## src/rtl/playcity_pkg.sv

```systemverilog
// Shared encodings for the PlayCity bus master: command kinds, bus addresses,
// RETI opcodes, FSM state constants and the queued command layout.
package playcity_pkg;

    localparam logic [1:0] KIND_AY      = 2'b00;
    localparam logic [1:0] KIND_CTC     = 2'b01;
    localparam logic [1:0] KIND_SOFTRST = 2'b10;
    localparam logic [1:0] KIND_RSVD    = 2'b11;

    localparam logic [7:0]  PC_AY_DATA_HI = 8'hF8;
    localparam logic [7:0]  PC_AY_ADDR_HI = 8'hF9;
    localparam logic [15:0] PC_CTC_BASE   = 16'hF880;
    localparam logic [15:0] PC_SOFTRST    = 16'hF8FF;

    localparam logic [7:0] RETI_OP1 = 8'hED;
    localparam logic [7:0] RETI_OP2 = 8'h4D;

    typedef logic [3:0] state_t;
    localparam state_t ST_IDLE        = 4'd0;
    localparam state_t ST_FETCH       = 4'd1;
    localparam state_t ST_IO_SETUP    = 4'd2;
    localparam state_t ST_IO_STROBE   = 4'd3;
    localparam state_t ST_IO_HOLD     = 4'd4;
    localparam state_t ST_INTA_SETUP  = 4'd5;
    localparam state_t ST_INTA_STROBE = 4'd6;
    localparam state_t ST_INTA_HOLD   = 4'd7;
    localparam state_t ST_RETI_SETUP  = 4'd8;
    localparam state_t ST_RETI_STROBE = 4'd9;
    localparam state_t ST_RETI_HOLD   = 4'd10;

    typedef struct packed {
        logic [1:0] kind;
        logic [1:0] chan;
        logic [3:0] regnum;
        logic [7:0] data;
    } cmd_t;

    // AY commands take two cycles: register select (F9xx) then data (F8xx).
    function automatic logic [15:0] bus_addr(input cmd_t c, input logic data_phase);
        logic [15:0] a;
        case (c.kind)
            KIND_AY:  a = {(data_phase ? PC_AY_DATA_HI : PC_AY_ADDR_HI), 4'h8, c.chan, 2'b00};
            KIND_CTC: a = {PC_CTC_BASE[15:2], c.chan};
            default:  a = PC_SOFTRST;
        endcase
        return a;
    endfunction

    function automatic logic [7:0] bus_data(input cmd_t c, input logic data_phase);
        logic [7:0] d;
        case (c.kind)
            KIND_AY:      d = data_phase ? c.data : {4'h0, c.regnum};
            KIND_SOFTRST: d = 8'h00;
            default:      d = c.data;
        endcase
        return d;
    endfunction

endpackage

```

## src/rtl/playcity_cmd_fifo.sv

```systemverilog
// Synchronous command FIFO; full is derived from the registered count, so a
// push is never taken while full even if a pop happens on the same clock.
module playcity_cmd_fifo
    import playcity_pkg::*;
#(
    parameter int DEPTH = 8
) (
    input  logic clock,
    input  logic reset_n,
    input  logic push,
    input  cmd_t wdata,
    input  logic pop,
    output cmd_t rdata,
    output logic empty,
    output logic full
);

    localparam int AW = $clog2(DEPTH);
    localparam logic [AW:0] FULL_CNT = (AW+1)'(DEPTH);

    cmd_t          mem_q [DEPTH];
    logic [AW-1:0] wr_ptr_q, wr_ptr_d;
    logic [AW-1:0] rd_ptr_q, rd_ptr_d;
    logic [AW:0]   count_q, count_d;
    logic          do_push, do_pop;

    always_comb begin
        do_push  = push && (count_q != FULL_CNT);
        do_pop   = pop && (count_q != '0);
        wr_ptr_d = do_push ? wr_ptr_q + 1'b1 : wr_ptr_q;
        rd_ptr_d = do_pop ? rd_ptr_q + 1'b1 : rd_ptr_q;
        case ({do_push, do_pop})
            2'b10:   count_d = count_q + 1'b1;
            2'b01:   count_d = count_q - 1'b1;
            default: count_d = count_q;
        endcase
    end

    always_ff @(posedge clock or negedge reset_n) begin
        if (!reset_n) begin
            wr_ptr_q <= '0;
            rd_ptr_q <= '0;
            count_q  <= '0;
        end else begin
            wr_ptr_q <= wr_ptr_d;
            rd_ptr_q <= rd_ptr_d;
            count_q  <= count_d;
        end
    end

    always_ff @(posedge clock) begin
        if (do_push) mem_q[wr_ptr_q] <= wdata;
    end

    assign rdata = mem_q[rd_ptr_q];
    assign empty = (count_q == '0);
    assign full  = (count_q == FULL_CNT);

endmodule

```

## src/rtl/playcity_bus_master.sv

```systemverilog
// Z80-side initiator for PlayCity: replays queued AY/CTC/reset commands as
// Z80 I/O write cycles and answers interrupts with INTA followed by RETI.
module playcity_bus_master
    import playcity_pkg::*;
#(
    parameter int FIFO_DEPTH   = 8,
    parameter int STROBE_TICKS = 2,
    parameter bit IRQ_ACK_EN   = 1'b1
) (
    input  logic        clock,
    input  logic        reset_n,
    input  logic        phi_en,
    // Handshake: a command is taken on any clock where cmd_valid and cmd_ready are both high.
    input  logic        cmd_valid,
    output logic        cmd_ready,
    input  logic [1:0]  cmd_kind,
    input  logic [1:0]  cmd_chan,
    input  logic [3:0]  cmd_reg,
    input  logic [7:0]  cmd_data,
    output logic [15:0] addr,
    output logic [7:0]  dout,
    output logic [7:0]  cpu_di,
    input  logic [7:0]  din,
    output logic        m1_n,
    output logic        iorq_n,
    output logic        rd_n,
    output logic        wr_n,
    input  logic        int_n,
    output logic [7:0]  irq_vector,
    output logic        irq_ack,
    output logic        busy,
    output logic [3:0]  dbg_state
);

    localparam logic [3:0] STB_LAST = 4'(STROBE_TICKS);

    state_t      state_q, state_d;
    cmd_t        cmd_q, cmd_d;
    logic        second_q, second_d;
    logic [3:0]  tick_q, tick_d;
    logic [15:0] addr_q, addr_d;
    logic [7:0]  dout_q, dout_d;
    logic [7:0]  cpu_di_q, cpu_di_d;
    logic        m1_n_q, m1_n_d, iorq_n_q, iorq_n_d, rd_n_q, rd_n_d, wr_n_q, wr_n_d;
    logic [7:0]  irq_vector_q, irq_vector_d;
    logic        irq_ack_q, irq_ack_d;

    cmd_t fifo_rdata;
    logic fifo_pop, fifo_empty, fifo_full;

    playcity_cmd_fifo #(.DEPTH(FIFO_DEPTH)) u_fifo (
        .clock  (clock),
        .reset_n(reset_n),
        .push   (cmd_valid && cmd_ready),
        .wdata  ({cmd_kind, cmd_chan, cmd_reg, cmd_data}),
        .pop    (fifo_pop),
        .rdata  (fifo_rdata),
        .empty  (fifo_empty),
        .full   (fifo_full)
    );

    always_comb begin
        state_d      = state_q;
        cmd_d        = cmd_q;
        second_d     = second_q;
        tick_d       = tick_q;
        addr_d       = addr_q;
        dout_d       = dout_q;
        cpu_di_d     = cpu_di_q;
        m1_n_d       = m1_n_q;
        iorq_n_d     = iorq_n_q;
        rd_n_d       = rd_n_q;
        wr_n_d       = wr_n_q;
        irq_vector_d = irq_vector_q;
        irq_ack_d    = 1'b0;
        fifo_pop     = 1'b0;
        if (phi_en) begin
            case (state_q)
                // Interrupts are only arbitrated here, so an AY pair is never split.
                ST_IDLE: begin
                    if (IRQ_ACK_EN && !int_n) begin
                        state_d = ST_INTA_SETUP;
                        m1_n_d  = 1'b0;
                    end else if (!fifo_empty) begin
                        state_d = ST_FETCH;
                    end
                end
                ST_FETCH: begin
                    fifo_pop = 1'b1;
                    cmd_d    = fifo_rdata;
                    second_d = 1'b0;
                    if (fifo_rdata.kind == KIND_RSVD) begin
                        state_d = ST_IDLE;
                    end else begin
                        addr_d  = bus_addr(fifo_rdata, 1'b0);
                        dout_d  = bus_data(fifo_rdata, 1'b0);
                        state_d = ST_IO_SETUP;
                    end
                end
                ST_IO_SETUP: begin
                    state_d  = ST_IO_STROBE;
                    iorq_n_d = 1'b0;
                    wr_n_d   = 1'b0;
                    tick_d   = 4'd1;
                end
                ST_IO_STROBE: begin
                    if (tick_q == STB_LAST) begin
                        state_d  = ST_IO_HOLD;
                        iorq_n_d = 1'b1;
                        wr_n_d   = 1'b1;
                    end else begin
                        tick_d = tick_q + 4'd1;
                    end
                end
                ST_IO_HOLD: begin
                    if (cmd_q.kind == KIND_AY && !second_q) begin
                        second_d = 1'b1;
                        addr_d   = bus_addr(cmd_q, 1'b1);
                        dout_d   = bus_data(cmd_q, 1'b1);
                        state_d  = ST_IO_SETUP;
                    end else begin
                        state_d = ST_IDLE;
                    end
                end
                ST_INTA_SETUP: begin
                    state_d  = ST_INTA_STROBE;
                    iorq_n_d = 1'b0;
                    tick_d   = 4'd1;
                end
                ST_INTA_STROBE: begin
                    if (tick_q == STB_LAST) begin
                        irq_vector_d = din;
                        irq_ack_d    = 1'b1;
                        m1_n_d       = 1'b1;
                        iorq_n_d     = 1'b1;
                        state_d      = ST_INTA_HOLD;
                    end else begin
                        tick_d = tick_q + 4'd1;
                    end
                end
                ST_INTA_HOLD: begin
                    state_d  = ST_RETI_SETUP;
                    cpu_di_d = RETI_OP1;
                    second_d = 1'b0;
                end
                ST_RETI_SETUP: begin
                    state_d = ST_RETI_STROBE;
                    m1_n_d  = 1'b0;
                    rd_n_d  = 1'b0;
                    tick_d  = 4'd1;
                end
                ST_RETI_STROBE: begin
                    if (tick_q == STB_LAST) begin
                        state_d = ST_RETI_HOLD;
                        m1_n_d  = 1'b1;
                        rd_n_d  = 1'b1;
                    end else begin
                        tick_d = tick_q + 4'd1;
                    end
                end
                ST_RETI_HOLD: begin
                    if (!second_q) begin
                        second_d = 1'b1;
                        cpu_di_d = RETI_OP2;
                        state_d  = ST_RETI_SETUP;
                    end else begin
                        cpu_di_d = 8'h00;
                        state_d  = ST_IDLE;
                    end
                end
                default: state_d = ST_IDLE;
            endcase
        end
    end

    always_ff @(posedge clock or negedge reset_n) begin
        if (!reset_n) begin
            state_q      <= ST_IDLE;
            cmd_q        <= '0;
            second_q     <= 1'b0;
            tick_q       <= '0;
            addr_q       <= '0;
            dout_q       <= '0;
            cpu_di_q     <= '0;
            m1_n_q       <= 1'b1;
            iorq_n_q     <= 1'b1;
            rd_n_q       <= 1'b1;
            wr_n_q       <= 1'b1;
            irq_vector_q <= '0;
            irq_ack_q    <= 1'b0;
        end else begin
            state_q      <= state_d;
            cmd_q        <= cmd_d;
            second_q     <= second_d;
            tick_q       <= tick_d;
            addr_q       <= addr_d;
            dout_q       <= dout_d;
            cpu_di_q     <= cpu_di_d;
            m1_n_q       <= m1_n_d;
            iorq_n_q     <= iorq_n_d;
            rd_n_q       <= rd_n_d;
            wr_n_q       <= wr_n_d;
            irq_vector_q <= irq_vector_d;
            irq_ack_q    <= irq_ack_d;
        end
    end

    assign cmd_ready  = !fifo_full;
    assign addr       = addr_q;
    assign dout       = dout_q;
    assign cpu_di     = cpu_di_q;
    assign m1_n       = m1_n_q;
    assign iorq_n     = iorq_n_q;
    assign rd_n       = rd_n_q;
    assign wr_n       = wr_n_q;
    assign irq_vector = irq_vector_q;
    assign irq_ack    = irq_ack_q;
    assign busy       = (state_q != ST_IDLE) || !fifo_empty;
    assign dbg_state  = state_q;

endmodule

```

## config.mk

```make
export PLATFORM = sky130hd
export DESIGN_NAME = playcity_bus_master
export DESIGN_NICKNAME = d
export VERILOG_FILES = /design/src/rtl/playcity_pkg.sv /design/src/rtl/playcity_cmd_fifo.sv /design/src/rtl/playcity_bus_master.sv
export SDC_FILE = /design/constraint.sdc
export NUM_CORES = 1
export LEC_CHECK = 0
export ABC_CLOCK_PERIOD_IN_PS = 5400
export BUFFER_PORTS_ARGS = -buffer_cell sky130_fd_sc_hd__buf_2
export CAP_MARGIN = 20
export CORE_AREA = 2 2 145 147
export CTS_CLUSTER_DIAMETER = 200
export DETAILED_ROUTE_END_ITERATION = 8
export DIE_AREA = 0 0 147 149
export HOLD_SLACK_MARGIN = 0.1
export PLACE_DENSITY = 0.63
export SYNTH_ARGS = -nofsm -noshare
export SYNTH_HDL_FRONTEND = slang
export SYNTH_SLANG_ARGS = --single-unit
```

## constraint.sdc

```tcl
create_clock -name clock -period 5.4 [get_ports clock]
set_input_delay 0.27 -clock clock [delete_from_list [all_inputs] [get_ports clock]]
set_output_delay 0.27 -clock clock [all_outputs]
set_load 0.05 [all_outputs]
```

==> results of run 1 <==
[metal layers]
metal	share of wire (%)	GRT usage [%]	up-vias
met2	51	26.7	151
met4	1.0	4.42	0
met5	0	0	-
li1	-	-	2123
met3	5.6	4.01	12
met1	43	19.4	2327
[worst max-delay path by stage]
stage	from	to	slack, ns	cells after the start
CTS	dbg_state[0]	u_fifo.count_q[2]	1.93	10
floorplan	u_fifo.count_q[1]	u_fifo.mem_q[0][0]	2.30	6
global route	dbg_state[0]	u_fifo.count_q[2]	1.47	10
global placement	dbg_state[0]	u_fifo.count_q[2]	2.12	10
finish	dbg_state[0]	u_fifo.count_q[2]	1.90	10
detailed placement	dbg_state[0]	u_fifo.count_q[2]	1.93	10
[Yosys cell counts, drive strengths merged, types with 7 or more instances]
| master | count |
|---|---|
| a21oi | 18 |
| o2bb2ai | 7 |
| nand2 | 59 |
| mux4 | 29 |
| inv | 12 |
| mux2 | 32 |
| edfxtp | 128 |
| dfrtp | 57 |
| mux2i | 13 |
| nor2 | 22 |
| buf | 23 |
| o21ai | 14 |
| nor2b | 8 |
| ha | 7 |
| clkbuf | 15 |
[power breakdown]
group | internal, uW | switching (uW) | leakage (uW)
combinational | 777 | 1260 | 0.00133
clock | 730 | 514 | 0.000274
sequential | 1890 | 347 | 0.00191
total | 3400 | 2120 | 0.00352
[registers in the layout (all words and copies together) (netlist names)]
signal	flops
irq_vector	8
iorq_n	1
u_fifo.mem_q	128
u_fifo.rd_ptr_q	3
cmd_q	12
cpu_di	2
dbg_state	4
dout	8
tick_q	4
m1_n	1
addr	7
rd_n	1
u_fifo.wr_ptr_q	3
irq_ack	1
second_q	1
u_fifo.count_q	4
wr_n	1
[per-stage QoR]
step,instance area (um^2),std cells
detailed placement,8680,850
finish,9360,892
global route,9360,892
CTS,9360,891
floorplan,8070,528
global placement,8650,848
[cell families (layout without fill, tap and decap cells)]
group           after synthesis  count (layout)  synth area share [%]
flops                       189             189                  66.7
simple gates                120             120                  6.85
mux                          74              74                  14.4
compound gates               71              71                  6.09
buf+inv                      51             139                  3.51
xor+xnor                     12              12                  1.30
fa+ha+maj                     7               7                  1.09
other cells                   1               5                0.0465
[area by class of cell]
class                           instances  area [um^2]
Tap cell                              275          344
Inverter                               13         48.8
Timing Repair Buffer                   94          556
Clock buffer                           22          444
Clock inverter                         10          139
Antenna cell                            1         2.50
Fill cell                            1826        11200
Multi-Input combinational cell        288         2450
Sequential cell                       189         5380
[timing repair]
| item | in CTS | in global routing |
|---|---|---|
| buffers inserted | 0 | 0 |
| hold buffers | 9 | 0 |
| setup endpoints to repair | 0 | 0 |
| endpoints found under the hold margin | 65 | 0 |
==> results by group, run 1 <==
Critical path
  – Cell family with most CP delay: simple AND/OR/NAND/NOR gates
  – Endpoint type of the worst setup path: register
  – Buffers and inverters on the worst path: 0
  – Destination of the worst register-to-register timing path: u_fifo.count_q[2]
  – CP cell instances: nor2b_1, nand3_1, nor2_1, ha_1, xor2_1, ha_1, a21oi_1, xor2_1, nor2_1, xor2_1
  – Startpoint Class: register
  – Peak per-stage delay on the critical path: 0.81 ns
  – Logic depth of the worst register-to-register path: 10
  – Minimum setup slack among reg-to-reg paths: 1.90 ns
  – Launch point of the worst reg-to-reg path: dbg_state[0]
  – Worst Setup Path Type: reg2reg
  – Worst Path Max Fanout: 25
  – Dominant cell type by count on the critical path: xor2_1
  – Cell at the slowest stage of the critical path: dfrtp_1
  – Arrival time of the worst setup path: 3.81 ns
  – Worst EP required: 5.71 ns

Place
  – Worst setup slack before clock tree synthesis: 1.93 ns
  – Final GP Congestion: between 0.8 and 0.9
  – Detailed placement HPWL: 10500 um
  – Count of input and output buffers: 75

Floorplanning
  – Placeable core region: 20600 um^2
  – DIE HEIGHT: 149 um
  – Die Footprint: 21900 um^2
  – Die width: 147 um
  – Number of primary I/O pins: 80
  – Site row count: 53
  – Initial Util: 39.2%

Timing
  – Final setup violation count: 0
  – Worst hold margin: about 0.12 ns
  – Final worst-path setup slack: 1.90 ns
  – Final worst-path cycle share: 64.9%
  – Slew at the pin closest to its max-slew limit: between 1 and 1.5 ns
  – RSZ-0062 raised after global routing: no
  – Final count of pins violating max slew: 0
  – Final Hold Violating Endpoints: 0
  – Maximum clock skew at final layout: 0.00748 ns
  – Min Clock Period, post-route: roughly 3.5 ns
  – Slew margin rel.: between 30% and 40%
  – Maximum clock rate: 285 MHz
  – Final total negative setup slack: 0 ns

Yosys
  – Synth area leader: edfxtp_1
  – Top area cells in the synthesized netlist: edfxtp_1 (48%), dfrtp_1 (18%), mux4_2 (8.1%), mux2_2 (3.5%), nand2_1 (2.7%)
  – Instance count of the mapped netlist: 525
  – Area share of the leading cell type in the synthesized netlist: 47.7%
  – Post-Syn Area per Cell: 15.4 um^2
  – Synth Flop Type: edfxtp_1
  – Yosys warns: 0
  – Yosys cell types: 56
  – Post-synth design cell area: 8060 um^2
  – Async SR Flop Fraction: 32.3%
  – Number of register bits inferred by synthesis: 189
  – Sequential cell area fraction in the yosys report: 66.7%
  – EDFF count, synth: ~130

GRT
  – First-pass GRT wire length: 25800 um
  – Initial antenna violation count: 1
  – Largest net degree at the start of global routing: 62
  – Via count of the first global-routing pass: 4784
  – Total overflow reported by the global router: 0
  – Global-route usage over all layers: 15.5%

Worst hold path
  – End of the worst hold path: u_fifo.mem_q[2][1]
  – Hold Crit Class: in2reg
  – HP Start: cmd_data[1]
  – Hold Path Stages: 1

Routing
  – Pre-antenna DRT Iters: 5
  – DR iter-0 viols: 361
  – Total Wirelength: 16300 um
  – Vias after detailed routing: 4613
  – Avg WL per Cell: 18.2 um
  – Antenna Violating Nets Remaining: 0
  – DRC Markers: 0
  – Avg Vias per Cell: just over 5

Clock tree
  – CTS clock-pin slew for the worst setup and hold paths: 0.07 ns
  – TritonCTS clock tree: yes
  – Worst-case clock buffer depth: 2
  – Number of H-tree branching levels: 4
  – Clock latency on the worst-skew pair: 0.42 ns
  – Clock tree root driver cell: clkbuf_16
  – TritonCTS buffer count: 17
  – Post-cts repair resize count: 0
  – TritonCTS Sinks: 189

Layout
  – Area growth from synthesis to layout: 16.1%
  – Final nets: 639
  – Most frequent cells in the layout: edfxtp_1 (128), buf_2 (75), nand2_1 (59)
  – Fraction of the core area covered by cells at the end of the flow: 45.5%
  – Proportion of layout cells with a drive suffix above 1: 30.5%
  – Leading cell type in the layout, fill and taps excluded: edfxtp_1

Pwr
  – Total chip power: 5520 uW
  – Power per cell area: 590 nW/um^2
  – LEAKAGE: 0.00352 uW
  – Worst-case vdd ir drop: ~0.00025 V

Outcome
  – Outcome: finished, final reports clean

Run
  – Count of maximum capacitance violations: 0
Note: power is estimated with default switching activity, not from simulation.
==> run 2: changes to the inputs <==
--- a/config.mk
+++ b/config.mk
@@ -5,13 +5,14 @@
 export SDC_FILE = /design/constraint.sdc
 export NUM_CORES = 1
 export LEC_CHECK = 0
-export ABC_CLOCK_PERIOD_IN_PS = 5400
+export ABC_AREA = 1
+export ABC_CLOCK_PERIOD_IN_PS = 3600
 export BUFFER_PORTS_ARGS = -buffer_cell sky130_fd_sc_hd__buf_2
 export CAP_MARGIN = 20
-export CORE_AREA = 2 2 145 147
+export CORE_AREA = 2 2 149 151
 export CTS_CLUSTER_DIAMETER = 200
 export DETAILED_ROUTE_END_ITERATION = 8
-export DIE_AREA = 0 0 147 149
+export DIE_AREA = 0 0 151 153
 export HOLD_SLACK_MARGIN = 0.1
 export PLACE_DENSITY = 0.63
 export SYNTH_ARGS = -nofsm -noshare
==> constraint.sdc (replaced) <==
create_clock -name clock -period 3.6 [get_ports clock]
set_input_delay 0.18 -clock clock [delete_from_list [all_inputs] [get_ports clock]]
set_output_delay 0.18 -clock clock [all_outputs]
set_load 0.05 [all_outputs]
==> run 2 against run 1 <==
Compared with the run above: sequential power rose by 36%; clock skew rose by 0.0048 ns; die area rose by 5.5%; total power rose by 56%; non-clock buffer count rose by 24; sequential share of layout area fell by 3.1 points; synthesized cell count rose by 57%; largest cell class unchanged; largest power group is now combinational logic; highest routed layer unchanged.
==> results by group, run 2 <==
GRT
  – Total overflow reported by the global router: 0 (unchanged)
  – Largest net degree at the start of global routing: 66 (+6.5%)
  – Via count of the first global-routing pass: 5533 (+16%)
  – Global-route usage over all layers: 16.0% (+0.59 points)
  – First-pass GRT wire length: 28500 um (+10%)
  – Initial antenna violation count: 0 (-1)

Yosys
  – Synth Flop Type: edfxtp_1
  – Largest family of logic cells by synthesized area: simple AND/OR/NAND/NOR gates
  – EDFF count, synth: 128 (unchanged)
  – Number of register bits inferred by synthesis: 189 (unchanged)
  – Sequential cell area fraction in the yosys report: 63.9% (-2.8 points)
  – Post-synth design cell area: 8420 um^2 (+4.5%)
  – Synth area leader: edfxtp_1
  – Yosys cell types: 39 (-30%)
  – Post-Syn Area per Cell: 10.2 um^2 (-33%)
  – Top area cells in the synthesized netlist: edfxtp_1 (46%), dfrtp_1 (17%), nand2_1 (9.1%), o21ai_0 (4.8%), nor2_1 (4.5%)
  – Share of the synthesized area in compound gates (AO/OA/AOI/OAI): 6.97% (+0.88 points)
  – Library cell with the highest instance count after synthesis: nand2_1
  – Area share of the leading cell type in the synthesized netlist: 45.7% (-2.0 points)
  – Synthesized-area fraction occupied by and/or/nand/nor cells: 19.3% (+12 points)
  – Parity-gate share of the synthesized area counting xor and xnor cells: 0.936% (-0.37 points)
  – Most instantiated cells after synthesis: nand2_1 (204), edfxtp_1 (128), nor2_1 (102)
  – Yosys warns: 0 (unchanged)
  – Instance count of the mapped netlist: 822 (+57%)
  – Area share of fa/ha/maj cells after synthesis: 1.04% (-0.046 points)
  – Mux contribution to synthesized area: 1.07% (-13 points)
  – Async SR Flop Fraction: 32.3% (unchanged)

Critical path
  – Startpoint Class: register
  – Arrival time of the worst setup path: 2.99 ns (-0.82 ns)
  – Logic depth of the worst register-to-register path: 14 (+4)
  – Worst Setup Path Type: reg2reg
  – Worst Path Max Fanout: 14 (-44%)
  – Endpoint type of the worst setup path: register
  – Destination of the worst register-to-register timing path: u_fifo.count_q[2]
  – Worst EP required: 3.93 ns (-1.78 ns)
  – Launch point of the worst reg-to-reg path: dbg_state[3]
  – Minimum setup slack among reg-to-reg paths: 0.94 ns (-0.95 ns)

Timing
  – Slew at the pin closest to its max-slew limit: 0.800 ns (-0.238 ns)
  – RSZ-0062 raised after global routing: no
  – Final total negative setup slack: 0 ns (unchanged)
  – Final count of pins violating max slew: 0 (unchanged)
  – Final worst-path cycle share: 73.8% (+8.9 points)
  – Final Hold Violating Endpoints: 0 (unchanged)
  – Final setup violation count: 0 (unchanged)
  – Min Clock Period, post-route: 2.66 ns (-0.847 ns)
  – Maximum clock skew at final layout: 0.0123 ns (+0.00481 ns)
  – Slew margin rel.: 46.6% (+16 points)
  – Maximum clock rate: 376 MHz (+32%)

Worst hold path
  – Hold Path Stages: 4 (+3)
  – End of the worst hold path: u_fifo.wr_ptr_q[0]
  – HP Start: cmd_valid
  – Hold Crit Class: in2reg

Clock tree
  – Worst-case clock buffer depth: 2 (unchanged)
  – Post-cts repair resize count: 0 (unchanged)
  – TritonCTS Sinks: 189 (unchanged)
  – Clock tree root driver cell: clkbuf_16
  – Number of H-tree branching levels: 4 (unchanged)
  – TritonCTS buffer count: 17 (unchanged)
  – CTS clock-pin slew for the worst setup and hold paths: 0.08 ns (about the same)
  – Clock latency on the worst-skew pair: 0.44 ns (+0.02 ns)
  – TritonCTS clock tree: yes
  – Buffers inserted by post-CTS timing repair: 0 (unchanged)

Pwr
  – LEAKAGE: 0.00427 uW (+21%)
  – Worst-case vdd ir drop: 0.000460 V (+80%)
  – Power per cell area: 871 nW/um^2 (+48%)

Routing
  – Metal2 WL: 8540 um (+4.0%)
  – Antenna Violating Nets Remaining: 0 (unchanged)
  – DR iter-0 viols: 275 (-24%)
  – DRC Markers: 0 (unchanged)
  – Pre-antenna DRT Iters: 4 (-1)
  – Detailed-routed wire length on met3: 771 um (-15%)
  – Avg Vias per Cell: 4.74 (-8.4%)
  – Vias after detailed routing: 5744 (+25%)
  – Avg WL per Cell: 14.5 um (-20%)
  – Top Layer Used: met4
  – Total routed wire length on the met1 layer: 8140 um (+17%)
  – Total Wirelength: 17600 um (+8.4%)

Floorplanning
  – Number of primary I/O pins: 80 (unchanged)
  – Die width: 151 um (+2.7%)
  – Die Footprint: 23100 um^2 (+5.5%)
  – DIE HEIGHT: 153 um (+2.7%)
  – Placeable core region: 21500 um^2 (+4.5%)
  – Initial Util: 39.2% (about the same)
  – Site row count: 54 (+1.9%)

Outcome
  – Outcome: finished, final reports clean

Place
  – Number of placed instances with taps included: 1152 (+36%)
  – Count of input and output buffers: 75 (unchanged)
  – Detailed placement HPWL: 10700 um (+2.7%)
  – Final GP Congestion: 0.812 (+0.97%)

Layout
  – Most frequent cells in the layout: nand2_1 (204), edfxtp_1 (128), nor2_1 (102)
  – Leading cell type in the layout, fill and taps excluded: nand2_1
  – Fill cell total of the finished layout: 2013 (+10%)
  – Top reg by flops: u_fifo.mem_q
  – Area growth from synthesis to layout: 17.5%
  – Max FFs per register: 128 (unchanged)
  – N_diodes: 0 (-1)
  – Fin cells: 1212 (+36%)
  – Biggest registers after layout: u_fifo.mem_q x128, cmd_q x12
  – Proportion of layout cells with a drive suffix above 1: 18.0% (-12 points)
  – Final nets: 955 (+49%)

Run
  – Count of maximum capacitance violations: 0 (unchanged)
## run 2: stage by stage
step	area, um^2	util [%]	setup slack [ns]	hold WS, ns	power (uW)
2_1_floorplan	8430	-	1.04	-0.116	5860
3_3_place_gp	8960	41.7	0.979	0.414	6630
3_5_place_dp	8960	41.7	0.969	0.416	6670
4_1_cts	9860	45.9	0.952	0.109	8660
5_1_grt	9890	46.0	0.692	0.145	9220
6_report	9890	46.0	0.942	0.120	8610
## run 2: worst max-delay path by stage
stage	startpoint	to	slack, ns	depth (start not counted)
after floorplan	dbg_state[0]	u_fifo.count_q[2]	1.04	15
after global placement	dbg_state[2]	u_fifo.count_q[2]	0.98	14
after detailed placement	dbg_state[2]	u_fifo.count_q[2]	0.97	14
after CTS	dbg_state[2]	u_fifo.count_q[2]	0.95	14
after global routing	dbg_state[3]	u_fifo.count_q[2]	0.69	14
final	dbg_state[3]	u_fifo.count_q[2]	0.94	14
## run 2: report_power, final
group	switching (uW)	internal, uW	leakage (uW)
registers	218	2820	0.00192
clock network	945	1020	0.000303
logic	2630	972	0.00205
## run 2: cell type report
class	instances	area, um^2	area share, %
Clock buffer	17	425	4.30
Clock inverter	15	206	2.09
Inverter	68	258	2.61
Multi-Input combinational cell	525	2490	25.1
Sequential cell	189	5380	54.4
Tap cell	280	350	3.54
Timing Repair Buffer	118	786	7.95
## run 2: critical path, stage by stage (launching register included)
cell and delay (ns):
dfrtp_1 0.42, nor2_1 0.30, inv_1 0.09, nor2_2 0.20, inv_2 0.08, nor2_4 0.27
nand2_2 0.11, inv_2 0.11, ha_1 0.22, xor2_1 0.20, ha_1 0.17, a21oi_1 0.05
a21oi_1 0.14, o21ai_0 0.10, o21a_1 0.11
## run 2: timing repair
| item | 4_1_cts | 5_1_grt |
|---|---|---|
| setup endpoints to repair | 0 | 0 |
| hold endpoints to repair | 181 | 0 |
| hold buffers | 27 | 0 |
## run 2: routing by layer
layer	vias up	global-route usage, %
met3	13	3.70
li1	2900	-
met5	-	0
met1	2702	21.4
met2	129	26.4
met4	0	4.36
## run 2: cell families after synthesis
family          Yosys count
compound gates          108
xor+xnor                  9
fa+ha+maj                 7
buf+inv                 111
flops                   189
mux                       8
other cells               1
simple gates            389
==> run 3: changes to the inputs <==
--- a/config.mk
+++ b/config.mk
@@ -6,7 +6,7 @@
 export NUM_CORES = 1
 export LEC_CHECK = 0
 export ABC_AREA = 1
-export ABC_CLOCK_PERIOD_IN_PS = 3600
+export ABC_CLOCK_PERIOD_IN_PS = 2650
 export BUFFER_PORTS_ARGS = -buffer_cell sky130_fd_sc_hd__buf_2
 export CAP_MARGIN = 20
 export CORE_AREA = 2 2 149 151
==> constraint.sdc (replaced) <==
create_clock -name clock -period 2.65 [get_ports clock]
set_input_delay 0.1325 -clock clock [delete_from_list [all_inputs] [get_ports clock]]
set_output_delay 0.1325 -clock clock [all_outputs]
set_load 0.05 [all_outputs]
==> run 3 against run 2 <==
Compared with the run above: cell count is 0.58% higher; core utilization is 0.20 points higher; count of clock-buffer cells in the layout is 1 higher; largest power group unchanged; first-iteration DRC count is 26% higher.
==> results by group, run 3 (synthesis gave the netlist of run 2 again) <==
Outcome
  – Outcome: finished, final reports clean

GRT
  – GR met1 Demand/Resource: 21.2% (-0.17 points)
  – Met3 track demand over resource: 3.43% (-0.27 points)
  – Most heavily used metal layer in global routing: met2
  – Fraction of met2 tracks used by global routing: 26.8% (+0.48 points)
  – Initial antenna violation count: 0 (unchanged)
  – Via count of the first global-routing pass: 5483 (-0.90%)
  – First-pass GRT wire length: 28300 um (-0.82%)
  – Largest net degree at the start of global routing: 66 (unchanged)
  – Global-route usage over all layers: 16.0% (-0.070 points)
  – Total overflow reported by the global router: 0 (unchanged)

Clock tree
  – CTS clock-pin slew for the worst setup and hold paths: 0.08 ns (about the same)
  – Clock latency on the worst-skew pair: 0.44 ns (about the same)
  – Clock tree root driver cell: clkbuf_16
  – Number of H-tree branching levels: 4 (unchanged)
  – TritonCTS buffer count: 17 (unchanged)
  – Worst-case clock buffer depth: 2 (unchanged)
  – Buffers inserted by post-CTS timing repair: 0 (unchanged)
  – TritonCTS clock tree: yes
  – TritonCTS Sinks: 189 (unchanged)

Layout
  – Top reg by flops: u_fifo.mem_q
  – Final nets: 962 (+0.73%)
  – Area growth from synthesis to layout: 18.0%
  – Biggest registers after layout: u_fifo.mem_q x128, cmd_q x12
  – Most frequent cells in the layout: nand2_1 (204), edfxtp_1 (128), nor2_1 (102)
  – Proportion of layout cells with a drive suffix above 1: 18.3% (+0.29 points)
  – Fraction of the core area covered by cells at the end of the flow: 46.2% (+0.20 points)
  – Leading cell type in the layout, fill and taps excluded: nand2_1
  – Max FFs per register: 128 (unchanged)
  – N_diodes: 0 (unchanged)

Critical path
  – Arrival time of the worst setup path: 2.65 ns (-0.34 ns)
  – Worst EP required: 2.98 ns (-0.95 ns)
  – Startpoint Class: register
  – Worst Setup Path Type: reg2reg
  – Endpoint type of the worst setup path: register
  – Worst Path Max Fanout: 5 (-9)

Floorplanning
  – Site row count: 54 (unchanged)
  – DIE HEIGHT: 153 um (unchanged)
  – Placeable core region: 21500 um^2 (unchanged)
  – Initial Util: 39.2% (unchanged)
  – Number of primary I/O pins: 80 (unchanged)
  – Die Footprint: 23100 um^2 (unchanged)
  – Die width: 151 um (unchanged)

Place
  – Detailed placement HPWL: 10900 um (+1.7%)
  – Final GP Congestion: 0.829 (+2.1%)
  – Count of input and output buffers: 75 (unchanged)

Routing
  – Avg WL per Cell: 14.5 um (-0.65%)
  – Total Wirelength: 17600 um (about the same)
  – Pre-antenna DRT Iters: 5 (+1)
  – DR iter-0 viols: 346 (+26%)
  – Antenna Violating Nets Remaining: 0 (unchanged)
  – Vias after detailed routing: 5753 (+0.16%)
  – Avg Vias per Cell: 4.72 (-0.42%)
  – DRC Markers: 0 (unchanged)

Timing
  – Maximum clock rate: 430 MHz (+14%)
  – Final total negative setup slack: 0 ns (unchanged)
  – Final setup violation count: 0 (unchanged)
  – RSZ-0062 raised after global routing: no
  – Maximum clock skew at final layout: 0.00972 ns (-0.00257 ns)
  – Final Hold Violating Endpoints: 0 (unchanged)
  – Final worst-path cycle share: 87.7% (+14 points)
  – Slew at the pin closest to its max-slew limit: 0.520 ns (-0.279 ns)
  – Min Clock Period, post-route: 2.32 ns (-0.334 ns)
  – Worst hold margin: 0.216 ns (+0.0968 ns)
  – Slew margin rel.: 64.9% (+18 points)
  – Final count of pins violating max slew: 0 (unchanged)

Pwr
  – Power per cell area: 1180 nW/um^2 (+35%)
  – LEAKAGE: 0.00429 uW (+0.63%)
  – Worst-case vdd ir drop: 0.000547 V (+19%)

Worst hold path
  – Hold Crit Class: in2async

Run
  – Count of maximum capacitance violations: 0 (unchanged)
run 3: worst paths after layout:
check                      slack (ns)                 to    startpoint  depth (start not counted)
min                              0.22               m1_n       reset_n                          2
min reg2reg                      0.47            dout[5]       dout[5]                          2
min in group clock               0.46      irq_vector[7]        din[7]                          3
max in group asynchronous        1.58       dbg_state[0]       reset_n                          3
max reg2reg                      0.33  u_fifo.count_q[2]  dbg_state[0]                         15
max                              0.33  u_fifo.count_q[2]  dbg_state[0]                         15
run 3: critical path, stage by stage (launching register included):
cell     delay [ns]
dfrtp_2        0.41
inv_2          0.07
nor2_2         0.17
inv_2          0.05
nor2_2         0.16
inv_2          0.07
nor2_4         0.09
nand2_2        0.08
inv_2          0.10
ha_1           0.22
xor2_1         0.22
ha_1           0.18
a21oi_1        0.05
a21oi_1        0.14
o21ai_0        0.09
o21a_1         0.11
run 3: what timing repair did:
| action | CTS | global route |
|---|---|---|
| setup endpoints to repair | 0 | 1 |
| hold buffers | 29 | 0 |
| resized for setup | 0 | 1 |
| hold endpoints to repair | 200 | 0 |
run 3: area by class of cell:
cell class / instances / area, um^2
clock buffers: 18 / 429
clock inverters: 14 / 169
fillers: 2016 / 11600
inverters: 68 / 258
multi-input cells: 525 / 2490
flip-flops and latches: 189 / 5380
well taps: 280 / 350
repair buffers: 125 / 861
run 3: layer usage:
layer,part of all wire [%],wire length (um)
met5,0,0
met2,50,8820
met1,45,7900
met4,0.93,163
met3,4.2,734
run 3: power breakdown:
part | internal [uW] | leakage, uW | switching (uW)
Combinational | 1420 | 0.00209 | 3580
Sequential | 3840 | 0.00192 | 292
Clock | 1350 | 0.000292 | 1200
Total | 6610 | 0.00429 | 5080
run 3: through the flow:
stage	total power, uW	instance area (um^2)	setup WS (ns)	instances
after global routing	12600	9930	0.00656	1219
after global placement	9110	9040	0.373	1158
after floorplan	7960	8430	0.0911	825
after CTS	11800	9930	0.268	1219
after detailed placement	9180	9040	0.281	1158
final	11700	9930	0.326	1219
